<file path="config.mk">
export PLATFORM = sky130hd
export DESIGN_NAME = result_display_driver_flat
export DESIGN_NICKNAME = d
export VERILOG_FILES = /design/src/rtl/calc_pkg.sv /design/src/rtl/result_display_driver_if.sv /design/src/rtl/bin2bcd_seq.sv /design/src/rtl/result_display_driver.sv /design/src/flat_wrapper.sv
export SDC_FILE = /design/constraint.sdc
export NUM_CORES = 1
export LEC_CHECK = 0
export CORE_UTILIZATION = 52
export CTS_BUF_LIST = sky130_fd_sc_hd__clkbuf_2
export CTS_CLUSTER_SIZE = 10
export DETAILED_ROUTE_END_ITERATION = 8
export PLACE_DENSITY = 0.83
export SETUP_SLACK_MARGIN = 0.3
export SKIP_CTS_REPAIR_TIMING = 1
export SYNTH_ARGS = -nofsm -noshare
export SYNTH_HDL_FRONTEND = slang
export SYNTH_SLANG_ARGS = --single-unit
</file>
<file path="constraint.sdc">
create_clock -name clk -period 2.4 [get_ports clk]
set_input_delay 0.36 -clock clk [delete_from_list [all_inputs] [get_ports clk]]
set_output_delay 0.36 -clock clk [all_outputs]
set_load 0.03 [all_outputs]
</file>
<file path="src/rtl/calc_pkg.sv">
// calc_pkg: shared constants and helpers for the calculator display path.
//   - FSM state codes for the sequential binary-to-BCD engine
//   - Active-low 7-segment glyphs, bit order {g,f,e,d,c,b,a}
//   - bcd_digits(): decimal digits needed for the largest DATA_W-bit value
//   - seg_glyph(): nibble to glyph decode, codes above 9 map to blank
package calc_pkg;

   localparam logic [1:0] ST_IDLE  = 2'd0;
   localparam logic [1:0] ST_SHIFT = 2'd1;
   localparam logic [1:0] ST_FIN   = 2'd2;

   localparam logic [6:0] GLYPH_0     = 7'h40;
   localparam logic [6:0] GLYPH_1     = 7'h79;
   localparam logic [6:0] GLYPH_2     = 7'h24;
   localparam logic [6:0] GLYPH_3     = 7'h30;
   localparam logic [6:0] GLYPH_4     = 7'h19;
   localparam logic [6:0] GLYPH_5     = 7'h12;
   localparam logic [6:0] GLYPH_6     = 7'h02;
   localparam logic [6:0] GLYPH_7     = 7'h78;
   localparam logic [6:0] GLYPH_8     = 7'h00;
   localparam logic [6:0] GLYPH_9     = 7'h10;
   localparam logic [6:0] GLYPH_BLANK = 7'h7F;
   localparam logic [6:0] GLYPH_MINUS = 7'h3F;

   // Number of decimal digits of 2**width-1 (elaboration-time helper).
   function automatic int bcd_digits(input int width);
      longint v;
      int     n;
      v = (longint'(1) << width) - longint'(1);
      n = 1;
      for (int i = 0; i < 19; i++) begin
         if (v >= longint'(10)) begin
            v = v / longint'(10);
            n = n + 1;
         end else begin
            v = v;
         end
      end
      return n;
   endfunction

   function automatic logic [6:0] seg_glyph(input logic [3:0] nib);
      logic [6:0] g;
      case (nib)
         4'd0:    g = GLYPH_0;
         4'd1:    g = GLYPH_1;
         4'd2:    g = GLYPH_2;
         4'd3:    g = GLYPH_3;
         4'd4:    g = GLYPH_4;
         4'd5:    g = GLYPH_5;
         4'd6:    g = GLYPH_6;
         4'd7:    g = GLYPH_7;
         4'd8:    g = GLYPH_8;
         4'd9:    g = GLYPH_9;
         default: g = GLYPH_BLANK;
      endcase
      return g;
   endfunction

endpackage

</file>
<file path="src/rtl/result_display_driver_if.sv">
// result_display_driver_if: result handshake between the ALU side and the
// display driver.
//   master (ALU side):   drives load/result, observes busy/done/bcd[/neg]
//   slave  (driver):     observes load/result, drives busy/done/bcd[/neg]
// neg exists only when SIGNED_RESULT_EN is defined.
interface result_display_driver_if #(
   parameter int DATA_W  = 8,
   parameter int NDIGITS = 3
);
   logic                   load;
   logic [DATA_W-1:0]      result;
   logic                   busy;
   logic                   done;
   logic [4*NDIGITS-1:0]   bcd;
`ifdef SIGNED_RESULT_EN
   logic                   neg;
`endif

   modport master (
      output load, result,
      input  busy, done, bcd
`ifdef SIGNED_RESULT_EN
      , input neg
`endif
   );

   modport slave (
      input  load, result,
      output busy, done, bcd
`ifdef SIGNED_RESULT_EN
      , output neg
`endif
   );
endinterface

</file>
<file path="src/rtl/bin2bcd_seq.sv">
// bin2bcd_seq: sequential double-dabble converter, one result bit per cycle.
//   clk, clear_n   clock, synchronous active-low reset
//   load, result   capture request, accepted in IDLE or FIN
//   busy           high while shifting
//   done           one-cycle pulse when bcd takes the new value
//   bcd            packed BCD, units digit in [3:0]
//   neg            sign of the converted value (SIGNED_RESULT_EN only)
// With SIGNED_RESULT_EN the DATA_W-bit unsigned magnitude is converted, so the
// most negative input converts correctly.
module bin2bcd_seq
   import calc_pkg::*;
#(
   parameter int DATA_W  = 8,
   parameter int NDIGITS = 3
) (
   input  logic                 clk,
   input  logic                 clear_n,
   input  logic                 load,
   input  logic [DATA_W-1:0]    result,
   output logic                 busy,
   output logic                 done,
   output logic [4*NDIGITS-1:0] bcd
`ifdef SIGNED_RESULT_EN
   ,
   output logic                 neg
`endif
);

   // Scratch only needs enough digits for the largest magnitude.
   localparam int SCR_W = 4 * bcd_digits(DATA_W);
   localparam int CNT_W = $clog2(DATA_W + 1);

   logic [1:0]            state_r;
   logic [DATA_W-1:0]     bin_r;
   logic [SCR_W-1:0]      scr_r;
   logic [CNT_W-1:0]      cnt_r;
   logic                  busy_r;
   logic                  done_r;
   logic [4*NDIGITS-1:0]  bcd_r;
`ifdef SIGNED_RESULT_EN
   logic                  neg_r;
   logic                  neg_pend_r;
`endif
   logic                  sign_s;
   logic [DATA_W-1:0]     mag_s;
   logic [SCR_W-1:0]      adj_s;
   logic                  accept_s;

   // Sign and magnitude of the incoming result.
   always_comb begin
`ifdef SIGNED_RESULT_EN
      sign_s = result[DATA_W-1];
`else
      sign_s = 1'b0;
`endif
      if (sign_s) begin
         mag_s = {DATA_W{1'b0}} - result;
      end else begin
         mag_s = result;
      end
   end

   // Double-dabble correction: add 3 to every nibble that is 5 or more.
   always_comb begin
      adj_s = scr_r;
      for (int d = 0; d < SCR_W / 4; d++) begin
         if (scr_r[4*d +: 4] >= 4'd5) begin
            adj_s[4*d +: 4] = scr_r[4*d +: 4] + 4'd3;
         end else begin
            adj_s[4*d +: 4] = scr_r[4*d +: 4];
         end
      end
   end

   // A new load is taken when no conversion is in flight.
   always_comb begin
      if ((state_r == ST_IDLE) || (state_r == ST_FIN)) begin
         accept_s = load;
      end else begin
         accept_s = 1'b0;
      end
   end

   // Conversion state machine and output registers.
   always_ff @(posedge clk) begin
      if (!clear_n) begin
         state_r    <= ST_IDLE;
         bin_r      <= {DATA_W{1'b0}};
         scr_r      <= {SCR_W{1'b0}};
         cnt_r      <= {CNT_W{1'b0}};
         busy_r     <= 1'b0;
         done_r     <= 1'b0;
         bcd_r      <= {(4*NDIGITS){1'b0}};
`ifdef SIGNED_RESULT_EN
         neg_r      <= 1'b0;
         neg_pend_r <= 1'b0;
`endif
      end else begin
         done_r <= 1'b0;
         case (state_r)
            ST_IDLE: begin
               state_r <= ST_IDLE;
            end
            ST_SHIFT: begin
               scr_r <= {adj_s[SCR_W-2:0], bin_r[DATA_W-1]};
               bin_r <= {bin_r[DATA_W-2:0], 1'b0};
               cnt_r <= cnt_r + CNT_W'(1);
               if (cnt_r == CNT_W'(DATA_W - 1)) begin
                  state_r <= ST_FIN;
                  busy_r  <= 1'b0;
               end else begin
                  state_r <= ST_SHIFT;
               end
            end
            ST_FIN: begin
               bcd_r   <= (4*NDIGITS)'(scr_r);
               done_r  <= 1'b1;
`ifdef SIGNED_RESULT_EN
               neg_r   <= neg_pend_r;
`endif
               state_r <= ST_IDLE;
            end
            default: begin
               state_r <= ST_IDLE;
               busy_r  <= 1'b0;
            end
         endcase
         // Acceptance overrides the IDLE/FIN next-state choice above.
         if (accept_s) begin
            state_r    <= ST_SHIFT;
            bin_r      <= mag_s;
            scr_r      <= {SCR_W{1'b0}};
            cnt_r      <= {CNT_W{1'b0}};
            busy_r     <= 1'b1;
`ifdef SIGNED_RESULT_EN
            neg_pend_r <= sign_s;
`endif
         end
      end
   end

   assign busy = busy_r;
   assign done = done_r;
   assign bcd  = bcd_r;
`ifdef SIGNED_RESULT_EN
   assign neg  = neg_r;
`endif

endmodule

</file>
<file path="src/rtl/result_display_driver.sv">
// result_display_driver: captures an ALU result, converts it to BCD and drives
// a multiplexed common-anode 7-segment display.
//   clk, clear_n   clock, synchronous active-low reset
//   bus            result_display_driver_if.slave: load, result, busy, done,
//                  bcd (and neg when SIGNED_RESULT_EN is defined)
//   seg            segments {g..a}, active-low, registered
//   an             digit enables, active-low one-hot, registered
// Optional feature macro: SIGNED_RESULT_EN (two's complement result, neg flag,
// minus glyph on the first blanked digit above the number).
module result_display_driver
   import calc_pkg::*;
#(
   parameter int DATA_W   = 8,
   parameter int NDIGITS  = 3,
   parameter int SCAN_DIV = 1000
) (
   input  logic                   clk,
   input  logic                   clear_n,
   result_display_driver_if.slave bus,
   output logic [6:0]             seg,
   output logic [NDIGITS-1:0]     an
);

   localparam int IDX_W  = (NDIGITS > 1)  ? $clog2(NDIGITS)  : 1;
   localparam int SCAN_W = (SCAN_DIV > 1) ? $clog2(SCAN_DIV) : 1;

   logic [SCAN_W-1:0]  scan_r;
   logic [IDX_W-1:0]   idx_r;
   logic [IDX_W-1:0]   idx_next_s;
   logic [NDIGITS-1:0] an_r;
   logic [6:0]         seg_r;
   logic [6:0]         glyph_s;
   logic [3:0]         nib_s;
   int                 msd_s;

   bin2bcd_seq #(
      .DATA_W  (DATA_W),
      .NDIGITS (NDIGITS)
   ) u_conv (
      .clk     (clk),
      .clear_n (clear_n),
      .load    (bus.load),
      .result  (bus.result),
      .busy    (bus.busy),
      .done    (bus.done),
      .bcd     (bus.bcd)
`ifdef SIGNED_RESULT_EN
      ,
      .neg     (bus.neg)
`endif
   );

   // Digit index for the coming cycle; advances when the dwell counter wraps.
   always_comb begin
      if (scan_r == SCAN_W'(SCAN_DIV - 1)) begin
         if (idx_r == IDX_W'(NDIGITS - 1)) begin
            idx_next_s = {IDX_W{1'b0}};
         end else begin
            idx_next_s = idx_r + IDX_W'(1);
         end
      end else begin
         idx_next_s = idx_r;
      end
   end

   // Glyph for the next digit, with leading-zero blanking (units never blank).
   always_comb begin
      msd_s = 0;
      for (int d = 1; d < NDIGITS; d++) begin
         if (bus.bcd[4*d +: 4] != 4'd0) begin
            msd_s = d;
         end else begin
            msd_s = msd_s;
         end
      end
      nib_s = bus.bcd[4*idx_next_s +: 4];
      if (int'(idx_next_s) <= msd_s) begin
         glyph_s = seg_glyph(nib_s);
      end else begin
`ifdef SIGNED_RESULT_EN
         if (bus.neg && (int'(idx_next_s) == msd_s + 1)) begin
            glyph_s = GLYPH_MINUS;
         end else begin
            glyph_s = GLYPH_BLANK;
         end
`else
         glyph_s = GLYPH_BLANK;
`endif
      end
   end

   // Scanner and registered display outputs; an and seg change together.
   always_ff @(posedge clk) begin
      if (!clear_n) begin
         scan_r <= {SCAN_W{1'b0}};
         idx_r  <= {IDX_W{1'b0}};
         an_r   <= ~NDIGITS'(1);
         seg_r  <= GLYPH_0;
      end else begin
         if (scan_r == SCAN_W'(SCAN_DIV - 1)) begin
            scan_r <= {SCAN_W{1'b0}};
         end else begin
            scan_r <= scan_r + SCAN_W'(1);
         end
         idx_r <= idx_next_s;
         an_r  <= ~(NDIGITS'(1) << idx_next_s);
         seg_r <= glyph_s;
      end
   end

   assign an  = an_r;
   assign seg = seg_r;

endmodule

</file>
<file path="src/flat_wrapper.sv">
// flat-port wrapper written by rule: the top's interface ports become plain ports
module result_display_driver_flat import calc_pkg::*;
#(
   parameter int DATA_W   = 8,
   parameter int NDIGITS  = 3,
   parameter int SCAN_DIV = 1000
)
  (clk, clear_n, seg, an, bus_load, bus_result, bus_busy, bus_done, bus_bcd);
  result_display_driver_if #(.DATA_W(DATA_W), .NDIGITS(NDIGITS)) bus_i ();
  input  logic clk;
  input  logic clear_n;
  output logic [6:0] seg;
  output logic [NDIGITS-1:0] an;
  input wire logic [$bits(bus_i.load)-1:0] bus_load;
  input wire logic [$bits(bus_i.result)-1:0] bus_result;
  output wire logic [$bits(bus_i.busy)-1:0] bus_busy;
  output wire logic [$bits(bus_i.done)-1:0] bus_done;
  output wire logic [$bits(bus_i.bcd)-1:0] bus_bcd;
  assign bus_i.load = bus_load;
  assign bus_i.result = bus_result;
  assign bus_busy = bus_i.busy;
  assign bus_done = bus_i.done;
  assign bus_bcd = bus_i.bcd;
  result_display_driver #(.DATA_W(DATA_W), .NDIGITS(NDIGITS), .SCAN_DIV(SCAN_DIV)) u_core (.clk(clk), .clear_n(clear_n), .bus(bus_i), .seg(seg), .an(an));
endmodule
</file>
# [Yosys cells after proc, flatten, opt, wreduce, memory -nomap -nowiden]
# Memory sizes are Yosys's and may differ from the RTL's.
# Index checks and enable logic that the tools add are counted.
[totals] in_bits=11 latchBits=0 ram_bits=0 memories=1 reg_bits=62 rom_bits=112 out_inout_bits=24
[op_classes] mul=0 eq_ne=7 shift=2 n_bitwise=3 n_mux=18 addsub=6 div=0 n_reduce_logical=11 magnitude_cmp=4
[memory_table] name="(name not given)" depth=16 width=7 read_ports=1 rd_clocked_by_memory_dff=0 write_ports=0 line="calc_pkg.sv:44" rtl="case (nib)"
[op_table] cell="2-to-1 mux 8 bit" n=2
[op_table] cell="greater-or-equal comparator 4 x 3 -> 1 bit (second input constant)" n=3
[op_table] cell="indexed part select 12 x 5 -> 4 bit" n=1
[op_table] cell="adder 10 x 1 -> 10 bit (second input constant)" n=1
[op_table] cell="== test 10 bit (second input constant)" n=1
[op_table] cell="adder 4 x 2 -> 4 bit (second input constant)" n=2
[op_table] cell="2-to-1 mux 2 bit" n=4
[op_table] cell="2-to-1 mux 4 bit" n=2
[op_table] cell="nonzero test 4 bit" n=2
[op_table] cell="2-to-1 mux 1 bit" n=7
[op_table] cell="2-to-1 mux 6 bit" n=1
[op_table] cell="OR reduction 2 bit" n=3
[op_table] cell="adder 4 x 1 -> 4 bit (second input constant)" n=1
[op_table] cell="== test 2 bit (second input constant)" n=2
[op_table] cell="== test 4 x 3 -> 1 bit (second input constant)" n=1
[op_table] cell="AND reduction 2 bit" n=2
[op_table] cell="adder 3 x 2 -> 3 bit (second input constant)" n=1
[op_table] cell="2-to-1 mux 3 bit" n=1
[op_table] cell="!= test 3 bit (second input constant)" n=1
[op_table] cell="inverter 3 bit" n=1
[op_table] cell="OR reduction 3 bit" n=1
[op_table] cell="left shift 1 x 2 -> 3 bit (first input constant)" n=1
[op_table] cell="adder 2 x 1 -> 2 bit (second input constant)" n=1
[op_table] cell="== test 2 x 1 -> 1 bit (second input constant)" n=1
[op_table] cell="7 further kinds" n=8

# [Depth between registers and ports, before layout]
# Gate-level depths: netlist of run 1.
# An unclocked memory read counts as a cell.
[logic_depth] depth_word=6 depth_mapped=10 depth_no_buf=10

# [Cells and area by module]
# From an unflattened synthesis of run 1, not the netlist that was laid out.
[hier_totals] hier_cells=359 hier_area_um2=3133.0
[by_module_without_submodules] mod="bin2bcd_seq" n_inst=1 cells_each=207 area_per_inst_um2=1766.7
[by_module_without_submodules] mod="result_display_driver" n_inst=1 cells_each=152 area_per_inst_um2=1366.3

# [Worst setup path before layout of run 1]
# Ideal clock, no wire load.
[synth_timing] kind="register -> register" start="reg u_core.scan_r[0]" end="reg u_core.seg_r[4] (netlist: u_core.seg[4])" setup_slack_ns=0.004 n_path_buf=0 required_time_ns=2.271 path_stages_with_launch=11 setup_time_ns=0.129 arrival_ns=2.268 synth_period_minus_slack_ns=2.396 path_cell_list="dfxtp_1 ha_1 and4bb_4 nand3_4 mux2_4 o2bb2ai_1 nor2_1 ha_1 inv_1 o41ai_1 a21oi_1"
[synth_between] elab_chain_cells=5 elab_cells_between_ends=6 cone_classes="1 x order compare; 1 x eq/ne; 1 x shift; 2 x mux; 1 x memory"
[synth_lines] item="start: declaration" line="result_display_driver.sv:27" rtl="logic [SCAN_W-1:0] scan_r;"
[synth_lines] item="start signal: assignment" line="result_display_driver.sv:95" rtl="scan_r <= {SCAN_W{1'b0}};"
[synth_lines] item="start signal: assignment" line="result_display_driver.sv:101" rtl="scan_r <= {SCAN_W{1'b0}};"
[synth_lines] item="start signal: assignment" line="result_display_driver.sv:103" rtl="scan_r <= scan_r + SCAN_W'(1);"
[synth_lines] item="== test 10 bit (*)" line="result_display_driver.sv:55" rtl="if (scan_r == SCAN_W'(SCAN_DIV - 1)) begin"
[synth_lines] item="2-to-1 mux 2 bit (*)" line="result_display_driver.sv:55"
[synth_lines] item="indexed part select 12 x 5 -> 4 bit" line="result_display_driver.sv:76" rtl="nib_s = bus.bcd[4*idx_next_s +: 4];"
[synth_lines] item="memory (16 x 7 bit)"
[synth_lines] item="2-to-1 mux 6 bit (*)" line="result_display_driver.sv:77" rtl="if (int'(idx_next_s) <= msd_s) begin"
[synth_lines] item="end signal: assignment" line="result_display_driver.sv:107" rtl="seg_r <= glyph_s;"
[synth_lines] item="end: declaration" line="result_display_driver.sv:31" rtl="logic [6:0] seg_r;"
# Every way passes the cells marked *; elsewhere a longest branch is shown, timed or not.
# A chain may end at the register's enable or synchronous reset.

# [Final worst setup path of run 1]
[layout_timing] start="reg u_core.scan_r[0]" end="reg u_core.seg_r[1] (netlist: u_core.seg[1])"
# Same word-level chain as after synthesis.

==> impl_results.md, run 1 <==
* Result of the run: completed
* Library cell with the largest summed area after synthesis: dfxtp_1
* Final non-filler cell area at about 3700 um2
* Vias in the first global route at roughly 2,500
* Fmax at 0.418 GHz
* Final-report setup violation count at 0
* Max-Cap Viols at 0
* Standard cell area after detailed placement at 3530 um2
* Number of endpoints with negative hold slack in the final report at 0
* Inserted Diodes at 0
* Highest metal layer used by the detailed router: met4
* Number of remaining DRC errors at 0
* Number of different library cells in the post-synthesis netlist at 50
* Met3 Routed Length at 313 um
* IO Pins at 35
* Rel. slew slack at 51.9%
* CTS max path bufs at 2
* Post-synthesis sequential area ratio at ~42%
* Insertion delay of the later-clocked pin in the worst-skew pair at about 480 ps
* Height of the die at about 77 um
* Vias at 2,675
* Routed Wire Length at 6.93 mm
* Unrepaired setup endpoints after global routing: true
* Total power per unit cell area at around 460 nW/um2
* Sequential cell area at 1250 um2
* Final GP Congestion at 0.852
* Portion of the clock cycle consumed by the worst path in the final layout at 99.8%
* Avg Synthesized Cell Area at 8.40 um2
* Transition time of the tightest slew-check pin at roughly 700 ps
* Core Box Area at 5470 um2
* Number of cell rows at 27
* Clock transition at the registers of the reported paths at 180 ps
* Global-route wire length before repair at 10.9 mm
* Leakage power summed over all cells at 1.36 nW
* Minimum setup slack in the final design at 5.96 ps
* Largest net degree at the start of global routing at 25
* Layout cell share with drive strength beyond 1 at around 18%
* Final critical-path required period at 2390 ps
* Worst-path maximum fanout at 5
* Area of the die at 5980 um2
* Metal-1 WL at 2.99 mm
* CTS tree: built
* Antenna violations before repair at 0
* H-tree depth reported by CTS at 3
* Average vias per placed instance at 5.62
* Number of nets in the layout at about 430
* Crit start category: flop
* Count of port buffers added during placement at 34
* Gr ovfl total at 0
* Number of synthesized flops with an enable pin at 0
* Worst Path Required at 2780 ps
* TritonRoute pass-1 iters at 4
* #FFs+latches synth at 62
* Post-route clock skew at 19.7 ps
* Cell area after synthesis at 2950 um2
* Most frequently used flop master after synthesis: dfxtp_1
* Setup Slack @ Placement at 33.0 ps
* Setup Crit Path Kind: flop to flop
* Synth top area cells: dfxtp_1 42%, nand2_1 7.8%, a21oi_1 6.6%
* Final Slew Violations at 0
* Cts bufs inserted at 9
* Area occupied by multi-input gates at 1780 um2
* Worst ir drop on vdd at 254 uV
* Endpoint kind of the worst setup timing path: flop
* Total Routing Usage GR at ~23%
* Total nets after synthesis at 377
* Routed length per placed instance at approximately 15 um
* Root Buffer: clkbuf_2
* Post-synth ARST share at 0%
* Total number of clock tree sinks at 62
* Detailed router's first-iteration violation count at 207
* DP HPWL at 4.70 mm
* Starting utilization of the core area at 53.9%
* Arr. time, crit path at 2770 ps
* YS warnings at 0
* Number of fill cells at 448
* Number of nets with antenna violations after detailed routing at 0
* Synth-to-Final Area Change at 27.0%
* Die outline width at ~77 um
* DR WL met2 at 3.54 mm
* Hold WC Path Type: flop to flop
* Mapped Cells at 351
* Share of Yosys cell area claimed by the top area cell type at 42.1%
==> placed cells by master (no fill, tap or decap), types with 2 or more instances in the layout <==
master and count:
a211oi_2 2, or3_1 2, nor4_2 2, clkdlybuf4s50_1 31
a21oi_1 35, nand2_2 2, a311oi_1 4, dlymetal6s2s_1 3
a21oi_4 2, buf_4 18, a211oi_1 2, nand2_1 59
clkinvlp_4 2, o21ai_1 4, and3_1 4, xor2_1 9
o22ai_1 3, inv_2 2, nor2_1 29, nor3_1 6
a21oi_2 2, xnor2_1 5, nand4_1 5, dfxtp_1 58
nand3_1 12, ha_1 11, ha_4 3, o21ai_0 12
dfxtp_2 3, nor2b_1 3, o21a_1 2, inv_1 13
nand2b_1 7, clkbuf_2 12
==> kinds of logic (layout without fill, tap and decap cells) <==
group,count (synthesis),count (layout),share of synthesized area [%]
AO/OA/AOI/OAI,85,85,18.7
adder cells (fa/ha/maj),15,15,6.36
XOR/XNOR,14,14,4.16
multiplexers,2,2,0.848
AND/OR/NAND/NOR,143,143,23.4
buffers and inverters,30,83,4.50
flip-flops,62,62,42.1
==> cell usage after synthesis (all sizes together) (2+ instances only) <==
cell type	number
dfxtp	62
nand2	61
a21oi	39
nor2	30
o21ai	16
ha	15
inv	15
clkbuf	14
nand3	13
xor2	9
nand2b	7
nor3	7
and3	6
nand4	5
xnor2	5
a211oi	4
a311oi	4
nor4	4
nor2b	3
o22ai	3
o41ai	3
a21boi	2
a31oi	2
o21a	2
or3	2
==> final cells by class <==
| type | count | area share [%] |
|---|---|---|
| Tap cell | 72 | 2.40 |
| Multi-Input combinational cell | 259 | 47.6 |
| Clock buffer | 12 | 1.60 |
| Inverter | 15 | 1.50 |
| Sequential cell | 62 | 33.3 |
| Timing Repair Buffer | 52 | 12.9 |
| Clock inverter | 4 | 0.635 |
==> critical path, cell delays in order, from the launching register on <==
cell	delay (ps)
dfxtp_4	410
ha_4	160
nand4bb_4	170
nor3_2	300
nand3_1	190
a21oi_2	270
nor2_4	70
buf_4	140
ha_2	320
o21ai_1	60
a22o_1	200
==> routing by layer <==
layer	global-route usage [%]	up-vias
met2	38.9	71
met5	0	-
met4	13.2	0
met1	27.1	1268
li1	-	1326
met3	4.52	10
==> path summary, 6_finish.rpt <==
path                          startpoint                      to  slack (ps)  cells after the start
setup / recovery        u_core.scan_r[0]           u_core.seg[1]           6                     10
hold / removal    u_core.u_conv.bin_r[7]  u_core.u_conv.scr_r[0]         470                      2
setup reg to reg        u_core.scan_r[0]           u_core.seg[1]           6                     10
hold reg to reg   u_core.u_conv.bin_r[7]  u_core.u_conv.scr_r[0]         470                      2
==> sequential cells by signal, indices dropped and copies added, names as in the netlist, 2 cells and up <==
register,flops
u_core.an,3
u_core.u_conv.cnt_r,4
u_core.u_conv.bin_r,8
u_core.scan_r,10
u_core.u_conv.bcd,12
u_core.seg,7
u_core.idx_r,2
u_core.u_conv.state_r,2
u_core.u_conv.scr_r,12
==> metrics by stage <==
step / hold WS [ps] / std cells / setup TNS, ps / total power, mW / util (%)
after floorplan: 432 / 351 / 0 / 1.17 / -
after global placement: 437 / 451 / 0 / 1.21 / 64.5
after detailed placement: 451 / 451 / 0 / 1.22 / 64.5
after CTS: 431 / 467 / -78.8 / 1.73 / 66.0
after global routing: 451 / 476 / -575 / 1.79 / 68.4
final: 471 / 476 / 0 / 1.71 / 68.4
==> power breakdown <==
group	internal, mW	total (mW)	switching (mW)
Clock	0.144	0.516	0.372
Combinational	0.0554	0.126	0.0708
Sequential	1.05	1.07	0.0167
Power figures use the tool's default switching activity.
==> run 2, diff against run 1 <==
- ABC_AREA: default -> 1
- CORE_UTILIZATION: 52 -> 55
- DONT_BUFFER_PORTS: default -> 1
- PLACE_DENSITY: 0.83 -> 0.78
==> run 2 against run 1 <==
Compared with the run above:
- count of clock-buffer cells in the layout is 2 lower
- clock skew shrank 9.0 ps
- the run now ends with hold timing left
- worst hold slack worse by 530 ps
- sequential share of layout area up 2.7 points
- via count down 3.6%
- non-clock buffer count down 23
- worst setup slack gained 340 ps
==> impl_results.md, run 2 <==
* Result of the run: complete, but fails checks
* Failing checks: hold timing
* Antenna violations before repair at 0
* Layout cell share with drive strength beyond 1 at 15.6%
* Cell area after synthesis at just under 3000 um2
* Count of port buffers added during placement at 0
* Routed length per placed instance at between 10 and 15 um
* Worst min-delay path startpoint: clear_n
* Gate family responsible for the most delay along the worst path: simple AND/OR/NAND/NOR gates
* Number of endpoints with negative hold slack in the final report at 7
* Average vias per placed instance at between 5 and 6
* Rel. slew slack at between 60% and 70%
* Final Slew Violations at 0
* Final critical-path required period at 2060 ps
* Total number of clock tree sinks at 62
* IO Pins at 35
* Worst slack on hold paths at -60.1 ps
* Post-synthesis sequential area ratio at 42.6%
* Starting utilization of the core area at a little under three fifths
* Inserted Diodes at 0
* Library cell with the largest summed area after synthesis: dfxtp_1
* Number of buffer and inverter instances along the worst setup path at 1
* Gr ovfl total at 0
* Global-route wire length before repair at 9.90 mm
* R2R setup slack at 340 ps
* Number of placed instances with taps included at 449
* Crit path to: u_core.seg[5]
* Portion of the clock cycle consumed by the worst path in the final layout at 85.7%
* Worst Path Required at 2840 ps
* TritonRoute pass-1 iters at 4
* Most frequently used flop master after synthesis: dfxtp_1
* Transition time of the tightest slew-check pin at roughly 490 ps
* CP peak stage delay at 400 ps
* Mapped Cells at about 380
* Worst ir drop on vdd at roughly 350 uV
* Max-Cap Viols at 0
* Unrepaired setup endpoints after global routing: true
* Share of Yosys cell area claimed by the top area cell type at 42.6%
* Ordered cell list for the critical path: ha_4 -> nand2_4 -> nor2_4 -> nand4_1 -> nand2_4 -> nand3_1 -> nand3_2 -> inv_2 -> ha_1 -> nand2_2 -> nand2_1 -> nor2_1 -> nor2_1 -> nor2_1
* Number of cell rows at 26
* Sequential cell area at 1240 um2
* Final-report setup violation count at 0
* Avg Synthesized Cell Area at 7.63 um2
* H-tree depth reported by CTS at 3
* Reg2Reg Depth at 14
* Area of the die at 5590 um2
* Critical Path Source: u_core.scan_r[0]
* Number of different library cells in the post-synthesis netlist at 33
* Vias in the first global route at 2,179
* Crit start category: flop
* Setup Crit Path Kind: flop to flop
* Arr. time, crit path at approximately 2500 ps
* Root Buffer: clkbuf_2
* Synth-to-Final Area Change at 18.6%
* Library cell contributing the largest single delay on the critical path: dfxtp_2
* Number of nets in the layout at 439
* Core Box Area at slightly above 5000 um2
* Capture point of the worst reg-to-reg path: u_core.seg[5]
* Insertion delay of the later-clocked pin in the worst-skew pair at slightly below 500 ps
* Detailed router's first-iteration violation count at between 100 and 150
* Number of synthesized flops with an enable pin at 0
* Most frequent cells in the layout: 60 x dfxtp_1, 52 x nand2_1, 51 x nor2_1, 41 x inv_1, 33 x o21ai_0
* Total power per unit cell area at 534 nW/um2
* Launch point of the worst reg-to-reg path: u_core.scan_r[0]
* Final GP Congestion at 0.818
* Fmax at 0.486 GHz
* Worst-path maximum fanout at 5
* Synth top area cells: dfxtp_1 43%, nand2_1 7.1%, nor2_1 6.8%
* Post-synth ARST share at 0%
* Worst hold path stage count at 1
* CTS max path bufs at 2
* Clock transition at the registers of the reported paths at ~160 ps
* Cts bufs inserted at 9
* Most common cell after layout, fill and taps aside: dfxtp_1
* Area occupied by multi-input gates at between 1500 and 2000 um2
* CTS tree: built
* Routed Wire Length at 6.62 mm
* Most common cell in the netlist: dfxtp_1
* Total nets after synthesis at 408
* Vias at ~2,600
* Post-route clock skew at between 10 and 15 ps
* Cell seen most often among critical-path stages: nor2_1
* YS warnings at 0
* Number of remaining DRC errors at 0
* Number of nets with antenna violations after detailed routing at 0
* Most numerous cell types in the synthesized netlist: 62 x dfxtp_1, 55 x nand2_1, 53 x nor2_1, 45 x inv_1, 33 x o21ai_0
* DP HPWL at 4.18 mm
* Final setup TNS at 0 ps
* #FFs+latches synth at 62
* Hold WC Path Type: input port to flop
* Endpoint kind of the worst setup timing path: flop
* Number of fill cells at 437
* Number of cells in the finished layout apart from fillers at 488
* Height of the die at about 75 um
* Total Routing Usage GR at 23.8%
* Crit. path cell count at 14
* Leakage power summed over all cells at 1.43 nW
* Die outline width at between 70 and 80 um
* Largest net degree at the start of global routing at 24
-- run 2: cell count changes in the layout (fill, tap and decap cells not counted), moves of 6 or more --
cell / change
buf_4: -6
clkdlybuf4s50_1: -31
dlygate4sd3_1: +17
inv_1: +28
nand2_1: -7
nand2_4: +6
nand2b_1: -7
nor2_1: +22
o211ai_1: +6
o21ai_0: +21
-- run 2: cells by family after synthesis --
logic type	after synthesis	synth area share, %
xor+xnor	7	2.10
fa+ha+maj	15	6.44
compound gates	78	14.8
buf+inv	59	7.94
simple gates	161	26.1
flops	62	42.6
-- run 2: worst min-delay path by stage --
| stage | endpoint | slack, ps |
|---|---|---|
| global placement | u_core.u_conv.busy | 420 |
| global route | u_core.an[1] | -140 |
| floorplan | u_core.u_conv.busy | 420 |
| detailed placement | u_core.scan_r[0] | 440 |
| finish | u_core.an[1] | -60 |
| CTS | u_core.an[1] | -80 |
-- run 2: power by group --
| part | total, mW | internal (mW) | switching [mW] | leakage (nW) |
|---|---|---|---|---|
| Clock | 0.610 | 0.233 | 0.377 | 0.0705 |
| Sequential | 1.08 | 1.06 | 0.0225 | 0.504 |
| Combinational | 0.154 | 0.0656 | 0.0886 | 0.861 |
-- run 2: layer usage --
metal	GRT usage (%)	vias up	share of wire, %
li1	-	1319	-
met1	30.0	1184	45
met2	37.5	60	48
met3	8.17	15	4.5
met4	9.43	0	2.2
met5	0	-	0
-- run 2: area by class of cell --
cell class	count	share of cell area [%]
multi-input combinational	262	45.4
timing repair buffer	29	7.53
tap	70	2.53
inverter	49	5.54
clock buffer	10	1.45
clock inverter	6	1.52
sequential	62	36.0
-- run 2: through the flow --
step / cell area [um2] / util [%] / power, mW / setup WS (ps) / hold slack (ps)
3_3_place_gp: 3010 / 58.9 / 1.22 / 210 / 423
4_1_cts: 3110 / 60.9 / 1.82 / 91.2 / -80.8
3_5_place_dp: 3010 / 58.9 / 1.22 / 124 / 439
5_1_grt: 3460 / 67.7 / 1.94 / 202 / -140
6_report: 3460 / 67.7 / 1.85 / 344 / -60.1
2_1_floorplan: 2910 / - / 1.19 / 313 / 416
==> run 3, diff against run 2 <==
- CTS_CLUSTER_SIZE: 10 -> 16
- RECOVER_POWER: default -> 25
==> run 3 against run 2 <==
Compared with the run above:
- the run still ends with hold timing left
- register-to-register slack lost 100 ps
- total power fell by 0.14%
- worst hold slack worse by 1.1 ps
- critical path depth stayed put
- global-route usage unchanged
- final cell count unchanged
- via count is 0.50% higher
- utilization down 0.34 points
- first-iteration DRC count increased by 9.0%
==> impl_results.md, run 3 (synthesis gave the netlist of run 2 again) <==
* Setup Crit Path Kind: flop to flop
* Most common cell after layout, fill and taps aside: dfxtp_1
* Worst-path maximum fanout at 7
* Worst Path Required at 2800 ps
* DP HPWL at 4.18 mm
* Inserted Diodes at 0
* Clock transition at the registers of the reported paths at 170 ps
* Area of the die at 5590 um2
* Largest net degree at the start of global routing at 24
* Final critical-path required period at 2160 ps
* Final setup TNS at 0 ps
* Arr. time, crit path at around 2600 ps
* H-tree depth reported by CTS at 3
* Antenna violations before repair at 0
* Final GP Congestion at 0.818
* Vias at about 2,600
* Failing checks: hold timing
* Final non-filler cell area at between 3000 and 4000 um2
* Worst ir drop on vdd at 345 uV
* Leakage power summed over all cells at 1.43 nW
* Switching share of power at 26.5%
* Synth-to-Final Area Change at 18.0%
* CTS tree: built
* Number of nets with antenna violations after detailed routing at 0
* Transition time of the tightest slew-check pin at between 900 and 1000 ps
* Routed length per placed instance at 13.6 um
* Number of cell rows at 26
* R2R setup slack at about 240 ps
* Count of port buffers added during placement at 0
* Vias in the first global route at 2,179
* Post-route clock skew at 10.5 ps
* Portion of the clock cycle consumed by the worst path in the final layout at 89.8%
* Global-route wire length before repair at 9.90 mm
* Gr ovfl total at 0
* Switching power at 488 uW
* Sequential cell fraction of total power at between 50% and 60%
* Height of the die at 74.8 um
* Cts bufs inserted at 9
* Worst slack on hold paths at -61.2 ps
* Routed Wire Length at 6.64 mm
* Max-Cap Viols at 0
* Number of fill cells at 440
* Rel. slew slack at 38.0%
* Final Slew Violations at 0
* CTS max path bufs at 2
* Total number of clock tree sinks at 62
* Hold WC Path Type: input port to flop
* Layout cell share with drive strength beyond 1 at 14.8%
* Standard cell area after detailed placement at roughly 3000 um2
* Highest metal layer used by the detailed router: met4
* DR WL met2 at 3.17 mm
* Number of remaining DRC errors at 0
* Met3 Routed Length at 348 um
* Internal power at 1.36 mW
* Total Routing Usage GR at 23.8%
* Most frequent cells in the layout: 61 x dfxtp_1, 52 x nand2_1, 51 x nor2_1, 41 x inv_1, 33 x o21ai_0
* IO Pins at 35
* Total power per unit cell area at 536 nW/um2
* Root Buffer: clkbuf_2
* Metal-1 WL at 2.98 mm
* Unrepaired setup endpoints after global routing: true
* Average vias per placed instance at between 5 and 6
* Number of nets in the layout at 439
* Result of the run: complete, but fails checks
* Detailed router's first-iteration violation count at 133
* Relative contribution of the clock network to total power at 33.2%
* Starting utilization of the core area at 57.1%
* TritonRoute pass-1 iters at 4
* Number of endpoints with negative hold slack in the final report at 6
* Endpoint kind of the worst setup timing path: flop
* Insertion delay of the later-clocked pin in the worst-skew pair at 490 ps
* Crit start category: flop
* Final-report setup violation count at 0
* Proportion of power drawn by combinational gates at 8.2%
* Die outline width at around 75 um
* Core Box Area at 5110 um2
* Fmax at 0.464 GHz
run 3: layer usage:
layer	up-vias	GRT usage (%)
li1	1320	-
met1	1186	30.0
met2	70	37.5
met3	15	8.17
met4	0	9.43
met5	-	0
run 3: power by group through the flow:
stage,clock [mW],combinational [mW],sequential [mW]
3_3_place_gp,0,0.120,1.10
5_1_grt,0.680,0.172,1.09
2_1_floorplan,0,0.0986,1.10
3_5_place_dp,0,0.123,1.10
6_report,0.611,0.152,1.08
4_1_cts,0.620,0.124,1.08
run 3: path summary, 6_finish.rpt:
path,from,to,cells past startpoint
setup / recovery,u_core.scan_r[0],u_core.seg[3],14
hold / removal,clear_n,u_core.an[1],1
setup reg to reg,u_core.scan_r[0],u_core.seg[3],14
hold reg to reg,u_core.u_conv.state_r[0],u_core.u_conv.busy,1
run 3: worst max-delay path: stages (launching register included):
cell	delay, ps
dfxtp_1	390
ha_1	230
nand2_4	80
nor2_4	140
nand4_1	170
nand2_4	170
inv_8	60
nand2_1	110
nand3_4	110
inv_2	120
ha_4	210
nor2_2	100
nor2_1	50
nor2_1	80
nor2_1	40
run 3: final cells by class:
type	instances	area [um2]	share of cell area [%]
sequential	62	1240	36.1
timing repair buffer	29	256	7.46
clock inverter	6	52.6	1.53
tap	70	87.6	2.55
inverter	49	191	5.57
multi-input combinational	262	1560	45.3
clock buffer	10	50.0	1.46
run 3: through the flow:
stage | std cells | total power [mW] | util [%] | setup WS [ps]
2_1_floorplan | 382 | 1.19 | - | 313
3_3_place_gp | 449 | 1.22 | 58.9 | 210
3_5_place_dp | 449 | 1.22 | 58.9 | 124
4_1_cts | 465 | 1.82 | 60.9 | 91.2
5_1_grt | 488 | 1.94 | 67.3 | 85.3
6_report | 488 | 1.84 | 67.3 | 244
